--- src/rtl/mem_map_pkg.sv ---
// Address map constants, FSM states and access classes shared by the memory bus controller,
// its address decoder and any read-data mux built around it.
package mem_map_pkg;

    localparam logic [7:0] ROM_LO      = 8'h00;
    localparam logic [7:0] ROM_HI      = 8'h7F;
    localparam logic [7:0] RAM_LO      = 8'h80;
    localparam logic [7:0] RAM_HI      = 8'hDF;
    localparam logic [7:0] PORT_OUT_00 = 8'hE0;
    localparam logic [7:0] PORT_OUT_01 = 8'hE1;
    localparam logic [7:0] PORT_IN_00  = 8'hF0;
    localparam logic [7:0] PORT_IN_01  = 8'hF1;

    typedef enum logic [1:0] {
        IDLE,
        ACCESS,
        WAIT,
        RESP
    } state_t;

    typedef enum logic [2:0] {
        ROM,
        RAM,
        PORT_OUT,
        PORT_IN,
        UNMAPPED
    } acc_class_t;

endpackage

--- src/rtl/mem_bus_ctrl_if.sv ---
// Request/response handshake bundle between a requester (master) and mem_bus_ctrl (slave).
interface mem_bus_ctrl_if;

    logic       req_valid;
    logic       req_ready;
    logic       req_write;
    logic [7:0] req_addr;
    logic [7:0] req_wdata;
    logic       rsp_valid;
    logic       rsp_ready;
    logic [7:0] rsp_rdata;
    logic       rsp_err;

    modport master (
        output req_valid, req_write, req_addr, req_wdata, rsp_ready,
        input  req_ready, rsp_valid, rsp_rdata, rsp_err
    );

    modport slave (
        input  req_valid, req_write, req_addr, req_wdata, rsp_ready,
        output req_ready, rsp_valid, rsp_rdata, rsp_err
    );

endinterface

--- src/rtl/mem_addr_decode.sv ---
// Combinational address-to-access-class decoder for the memory bus address map.
module mem_addr_decode
    import mem_map_pkg::*;
(
    input  logic [7:0] addr,
    output acc_class_t acc_class
);

    always_comb begin
        acc_class = UNMAPPED;
        // ROM starts at address zero, so only the upper bound needs comparing
        if (addr <= ROM_HI) begin
            acc_class = ROM;
        end else if (addr >= RAM_LO && addr <= RAM_HI) begin
            acc_class = RAM;
        end else if (addr == PORT_OUT_00 || addr == PORT_OUT_01) begin
            acc_class = PORT_OUT;
        end else if (addr == PORT_IN_00 || addr == PORT_IN_01) begin
            acc_class = PORT_IN;
        end
    end

endmodule

--- src/rtl/mem_bus_ctrl.sv ---
// Single-outstanding memory bus controller for ROM/RAM/port space with configurable read latency.
// Define MEM_BUS_CTRL_COUNT_EN to add saturating rd_count/wr_count handshake counters.
module mem_bus_ctrl
    import mem_map_pkg::*;
#(
    parameter int unsigned READ_LATENCY = 1
)
(
    input  logic          clock,
    input  logic          reset,
    mem_bus_ctrl_if.slave bus,
    output logic [7:0]    address,
    output logic [7:0]    data_in,
    output logic          write_en,
    input  logic [7:0]    data_out,
    output logic [7:0]    port_out_00,
    output logic [7:0]    port_out_01
`ifdef MEM_BUS_CTRL_COUNT_EN
    ,
    output logic [15:0]   rd_count,
    output logic [15:0]   wr_count
`endif
);

    localparam logic [1:0] LAT_LAST = 2'(READ_LATENCY - 1);

    state_t     state, state_n;
    acc_class_t acc_class;

    logic [7:0] addr_q;
    logic [7:0] wdata_q;
    logic       write_q;
    logic [7:0] rdata_q;
    logic       err_q;
    logic [1:0] lat_cnt;

    logic       accept;
    logic       legal;
    logic       capture;
    logic       port_we;

    mem_addr_decode u_decode (
        .addr      (addr_q),
        .acc_class (acc_class)
    );

    always_comb begin
        if (write_q) begin
            legal = (acc_class == RAM) || (acc_class == PORT_OUT);
        end else begin
            legal = (acc_class == ROM) || (acc_class == RAM) || (acc_class == PORT_IN);
        end
    end

    always_ff @(posedge clock or posedge reset) begin
        if (reset) begin
            state <= IDLE;
        end else begin
            state <= state_n;
        end
    end

    always_comb begin
        state_n = state;
        capture = 1'b0;
        case (state)
            IDLE: begin
                if (bus.req_valid) begin
                    state_n = ACCESS;
                end
            end
            ACCESS: begin
                if (write_q || !legal) begin
                    state_n = RESP;
                end else if (READ_LATENCY <= 1) begin
                    capture = 1'b1;
                    state_n = RESP;
                end else begin
                    state_n = WAIT;
                end
            end
            WAIT: begin
                if (lat_cnt == LAT_LAST) begin
                    capture = 1'b1;
                    state_n = RESP;
                end
            end
            RESP: begin
                if (bus.rsp_ready) begin
                    state_n = IDLE;
                end
            end
            default: state_n = IDLE;
        endcase
    end

    // Strobes decode straight from the state register so a reset drops them without waiting for a clock
    assign accept        = (state == IDLE) && bus.req_valid;
    assign write_en      = (state == ACCESS) && write_q && (acc_class == RAM);
    assign port_we       = (state == ACCESS) && write_q && (acc_class == PORT_OUT);
    assign bus.req_ready = (state == IDLE);
    assign bus.rsp_valid = (state == RESP);
    assign bus.rsp_rdata = rdata_q;
    assign bus.rsp_err   = err_q;
    assign address       = addr_q;
    assign data_in       = wdata_q;

    always_ff @(posedge clock or posedge reset) begin
        if (reset) begin
            addr_q      <= '0;
            wdata_q     <= '0;
            write_q     <= 1'b0;
            rdata_q     <= '0;
            err_q       <= 1'b0;
            lat_cnt     <= '0;
            port_out_00 <= '0;
            port_out_01 <= '0;
        end else begin
            if (accept) begin
                addr_q  <= bus.req_addr;
                wdata_q <= bus.req_wdata;
                write_q <= bus.req_write;
            end
            if (state == ACCESS) begin
                err_q   <= !legal;
                rdata_q <= '0;
                lat_cnt <= 2'd1;
            end
            if (state == WAIT) begin
                lat_cnt <= lat_cnt + 2'd1;
            end
            // Placed after the ACCESS clear so a single-cycle read keeps the captured data
            if (capture) begin
                rdata_q <= data_out;
            end
            if (port_we) begin
                if (addr_q == PORT_OUT_00) begin
                    port_out_00 <= wdata_q;
                end else begin
                    port_out_01 <= wdata_q;
                end
            end
        end
    end

`ifdef MEM_BUS_CTRL_COUNT_EN
    always_ff @(posedge clock or posedge reset) begin
        if (reset) begin
            rd_count <= '0;
            wr_count <= '0;
        end else if ((state == RESP) && bus.rsp_ready && !err_q) begin
            if (write_q) begin
                if (wr_count != '1) begin
                    wr_count <= wr_count + 16'd1;
                end
            end else begin
                if (rd_count != '1) begin
                    rd_count <= rd_count + 16'd1;
                end
            end
        end
    end
`endif

endmodule

--- src/flat_wrapper.sv ---
// flat-port wrapper written by rule: the top's interface ports become plain ports
module mem_bus_ctrl_flat import mem_map_pkg::*;
#(
    parameter int unsigned READ_LATENCY = 1
)
  (clock, reset, address, data_in, write_en, data_out, port_out_00, port_out_01, bus_req_valid, bus_req_write, bus_req_addr, bus_req_wdata, bus_rsp_ready, bus_req_ready, bus_rsp_valid, bus_rsp_rdata, bus_rsp_err);
  mem_bus_ctrl_if bus_i ();
  input  logic clock;
  input  logic reset;
  output logic [7:0] address;
  output logic [7:0] data_in;
  output logic write_en;
  input  logic [7:0] data_out;
  output logic [7:0] port_out_00;
  output logic [7:0] port_out_01;
  input wire logic [$bits(bus_i.req_valid)-1:0] bus_req_valid;
  input wire logic [$bits(bus_i.req_write)-1:0] bus_req_write;
  input wire logic [$bits(bus_i.req_addr)-1:0] bus_req_addr;
  input wire logic [$bits(bus_i.req_wdata)-1:0] bus_req_wdata;
  input wire logic [$bits(bus_i.rsp_ready)-1:0] bus_rsp_ready;
  output wire logic [$bits(bus_i.req_ready)-1:0] bus_req_ready;
  output wire logic [$bits(bus_i.rsp_valid)-1:0] bus_rsp_valid;
  output wire logic [$bits(bus_i.rsp_rdata)-1:0] bus_rsp_rdata;
  output wire logic [$bits(bus_i.rsp_err)-1:0] bus_rsp_err;
  assign bus_i.req_valid = bus_req_valid;
  assign bus_i.req_write = bus_req_write;
  assign bus_i.req_addr = bus_req_addr;
  assign bus_i.req_wdata = bus_req_wdata;
  assign bus_i.rsp_ready = bus_rsp_ready;
  assign bus_req_ready = bus_i.req_ready;
  assign bus_rsp_valid = bus_i.rsp_valid;
  assign bus_rsp_rdata = bus_i.rsp_rdata;
  assign bus_rsp_err = bus_i.rsp_err;
  mem_bus_ctrl #(.READ_LATENCY(READ_LATENCY)) u_core (.clock(clock), .reset(reset), .bus(bus_i), .address(address), .data_in(data_in), .write_en(write_en), .data_out(data_out), .port_out_00(port_out_00), .port_out_01(port_out_01));
endmodule
--- config.mk ---
export PLATFORM = sky130hd
export DESIGN_NAME = mem_bus_ctrl_flat
export DESIGN_NICKNAME = d
export VERILOG_FILES = /design/src/rtl/mem_map_pkg.sv /design/src/rtl/mem_bus_ctrl_if.sv /design/src/rtl/mem_addr_decode.sv /design/src/rtl/mem_bus_ctrl.sv /design/src/flat_wrapper.sv
export SDC_FILE = /design/constraint.sdc
export NUM_CORES = 1
export LEC_CHECK = 0
export ABC_AREA = 0
export BUFFER_PORTS_ARGS = -buffer_cell sky130_fd_sc_hd__buf_2
export CAP_MARGIN = 5
export CORE_UTILIZATION = 49
export CTS_CLUSTER_SIZE = 24
export DETAILED_ROUTE_END_ITERATION = 8
export GPL_TIMING_DRIVEN = 0
export PLACE_DENSITY_LB_ADDON = 0.08
export SLEW_MARGIN = 20
export SYNTH_ARGS = -nofsm -noshare
export SYNTH_HDL_FRONTEND = slang
export SYNTH_HIERARCHICAL = 1
export SYNTH_SLANG_ARGS = --single-unit
--- constraint.sdc ---
create_clock -name clock -period 2.6 [get_ports clock]
set_input_delay 0.52 -clock clock [delete_from_list [all_inputs] [get_ports clock]]
set_output_delay 0.52 -clock clock [all_outputs]
set_load 0.005 [all_outputs]
==> summary.txt <==
GRT
  • Vias in the first global route: 1370
  • Initial antenna violation count: 0
  • Largest net degree at the start of global routing: 30
  • Global-route wire length before repair: 6320 µm
  • Gr usage total: 0.200
  • Remaining Overflow, GRT: 0

Clocking
  • Clock Latency Late Sink: 0.30 ns
  • CTS Sinks: 46
  • Clock Path Buffers: 2
  • CTS buffer count: 5
  • CTS Root Cell: clkbuf_8
  • H-tree depth: 2
  • Worst-path clk slew: 0.08 ns
  • # hold bufs at CTS: 0
  • CTS tree: done

Cells and area
  • Share of layout cells above drive strength 1: 0.587
  • # diodes: 0
  • Register area: 0.00115 mm²
  • Nets: 257
  • Area delta synth->final: 26.8%
  • Multi-input combinational cell area: 878 µm²
  • Final instance area: 0.00263 mm²
  • Fillers: 331

Floorplan
  • Ports: 73
  • Die area: 0.00449 mm²
  • Die height: 67.0 µm
  • Total core area: 0.00403 mm²
  • Row count: 23
  • Die width: 67.0 µm
  • Starting Density: 0.514

Route
  • Vias post-DR: 1400
  • Post-Route WL: 4050 µm
  • Routed Antenna Nets: 0
  • Post-DR wirelength/cell: 14.8 µm
  • DRC viols: 0
  • 1st-pass router iterations: 5
  • Vias per Instance: 5.13
  • Initial DRC count: 31

Timing
  • Final Max Tran Viols: 0
  • RSZ-0062 raised after global routing: no
  • Setup violators final: 0
  • Worst setup margin: 0.268 ns
  • Final worst path period need: 2.33 ns
  • Worst relative slew slack: 0.534
  • Worst slew pin tran: 0.699 ns
  • Setup TNS: 0 ns
  • Period utilization: 0.897
  • Clk_skew: 0.00868 ns
  • Final hold vios: 0
  • Max frequency: 429 MHz

Placement
  • Post-DP HPWL: 3090 µm
  • Post-Place Setup Slack: 0.130 ns
  • Placement-stage cell area: 0.00251 mm²
  • PortBufs: 72
  • Routability Congestion: 0.765

Logic synthesis
  • Synth area leaders: dfrtp_1 56%, mux2_2 23%, ha_1 3.6%, nor2b_1 2.7%, inv_1 1.6%
  • Post-synth EDFFs: 0
  • Most common cell in the netlist: dfrtp_1
  • Synth Warn #: 6
  • Yosys top cell area share: 0.556
  • Async set-reset flop share out of synthesis: 1.00
  • Syn Nets: 177
  • Post-Syn Area: 0.00207 mm²
  • Synth Instances: 142
  • Top FF cell, synth: dfrtp_1
  • Avg Cell Area, Syn: 14.6 µm²
  • #FFs+latches synth: 46
  • Area leader, netlist: dfrtp_1
  • Top cells by count, synth: 46 x dfrtp_1, 42 x mux2_2, 9 x inv_1, 9 x nor2b_1, 6 x ha_1
  • Part of the Yosys area used for sequential elements: 0.556
  • Yosys cell types: 29

Run
  • Maxcap violations: 0

Worst hold path
  • Worst Hold Class: in -> async

Power
  • P_leak: 1.39 nW
  • Peak supply drop: 0.000496 V
  • Pwr per Cell Area: 1070 mW/mm²

Critical path
  • Worst Path Max Fanout: 5
  • CP bufs+invs: 2
  • Crit. End Element: primary output
  • Crit-path slowest cell: nor4_1
  • Worst path required time: 2.08 ns
  • CP top delay family: simple AND/OR/NAND/NOR gates
  • Worst path max stage delay: 0.57 ns
  • Kind of critical path: reg -> out
  • Cells along the critical path: nor4_1, inv_1, and3_1, buf_2
  • Critical Path Source Type: flip-flop
  • Arrival @ worst endpoint: 1.81 ns

Status
  • Outcome: finished, final reports clean
[final cells by class]
| cell class | count | area share |
|---|---|---|
| plain buffers | 2 | 0.00381 |
| flip-flops and latches | 46 | 0.438 |
| multi-input cells | 85 | 0.334 |
| repair buffers | 73 | 0.145 |
| well taps | 50 | 0.0238 |
| clock buffers | 6 | 0.0276 |
| clock inverters | 2 | 0.0143 |
| inverters | 9 | 0.0129 |
[metal layers]
metal,GRT usage,part of all wire,vias up
li1,-,-,665
met3,0.0771,0.063,5
met4,0.106,0.017,0
met1,0.220,0.41,688
met2,0.330,0.51,42
met5,0,0,-
[registers in the layout, indices dropped and copies added (netlist names)]
name and cells:
u_core/lat_cnt 2, u_core/port_out_00 8, u_core/port_out_01 8, u_core/address 8, u_core/write_q 1, u_core/bus.rsp_rdata 8, u_core/state 2, u_core/bus.rsp_err 1
u_core/data_in 8
[metrics by stage]
| step | power, mW | util | instances | hold slack, ns |
|---|---|---|---|---|
| 2_1_floorplan | 1.89 | - | 142 | 0.473 |
| 3_3_place_gp | 2.23 | 0.619 | 264 | 0.483 |
| 3_5_place_dp | 2.32 | 0.624 | 265 | 0.491 |
| 4_1_cts | 2.84 | 0.652 | 273 | 0.198 |
| 5_1_grt | 3.00 | 0.652 | 273 | 0.222 |
| 6_report | 2.80 | 0.652 | 273 | 0.200 |
[path summary, 6_finish.rpt]
path / startpoint / cells after the start / slack [ns] / end
max in group asynchronous: reset / 3 / 1.93 / u_core/data_in[7]
min reg2reg: u_core/port_out_00[5] / 1 / 0.50 / u_core/port_out_00[5]
min in group clock: bus_req_wdata[1] / 2 / 0.45 / u_core/data_in[1]
max reg2reg: u_core/address[2] / 4 / 0.28 / u_core/port_out_01[1]
min: reset / 2 / 0.20 / u_core/address[3]
max: u_core/address[2] / 4 / 0.27 / write_en
[where the power goes]
group | internal [mW] | leakage, nW | switching (mW)
Combinational | 0.607 | 0.749 | 0.475
Sequential | 0.974 | 0.590 | 0.235
Clock | 0.286 | 0.0514 | 0.225
Total | 1.87 | 1.39 | 0.935
[repair_timing]
item,in CTS,in global routing
hold endpoints to repair,0,0
buffers inserted,0,0
gates resized for setup,0,2
setup endpoints to repair,0,9
[cells in the final DEF, fill, tap and decap left out, drive strengths merged]
master,instances
a2111oi,1
a21boi,1
a222oi,1
a31o,1
and3,1
and3b,1
buf,74
bufinv,1
clkbuf,7
clkinvlp,1
dfrtp,46
ha,6
inv,9
mux2,42
mux2i,1
nand2,1
nand2b,2
nand3,5
nand3b,1
nand4,1
nor2,1
nor2b,9
nor3,1
nor4,1
nor4b,1
nor4bb,1
o21a,1
o21ai,2
o22a,1
o31ai,1
xnor2,1
[cells by family after synthesis]
group	count (synthesis)	share of synthesized area
mux	43	0.233
compound gates	9	0.0489
xor+xnor	1	0.00423
flops	46	0.556
fa+ha+maj	6	0.0362
simple gates	26	0.101
buf+inv	11	0.0205
Power figures use the tool's default switching activity.
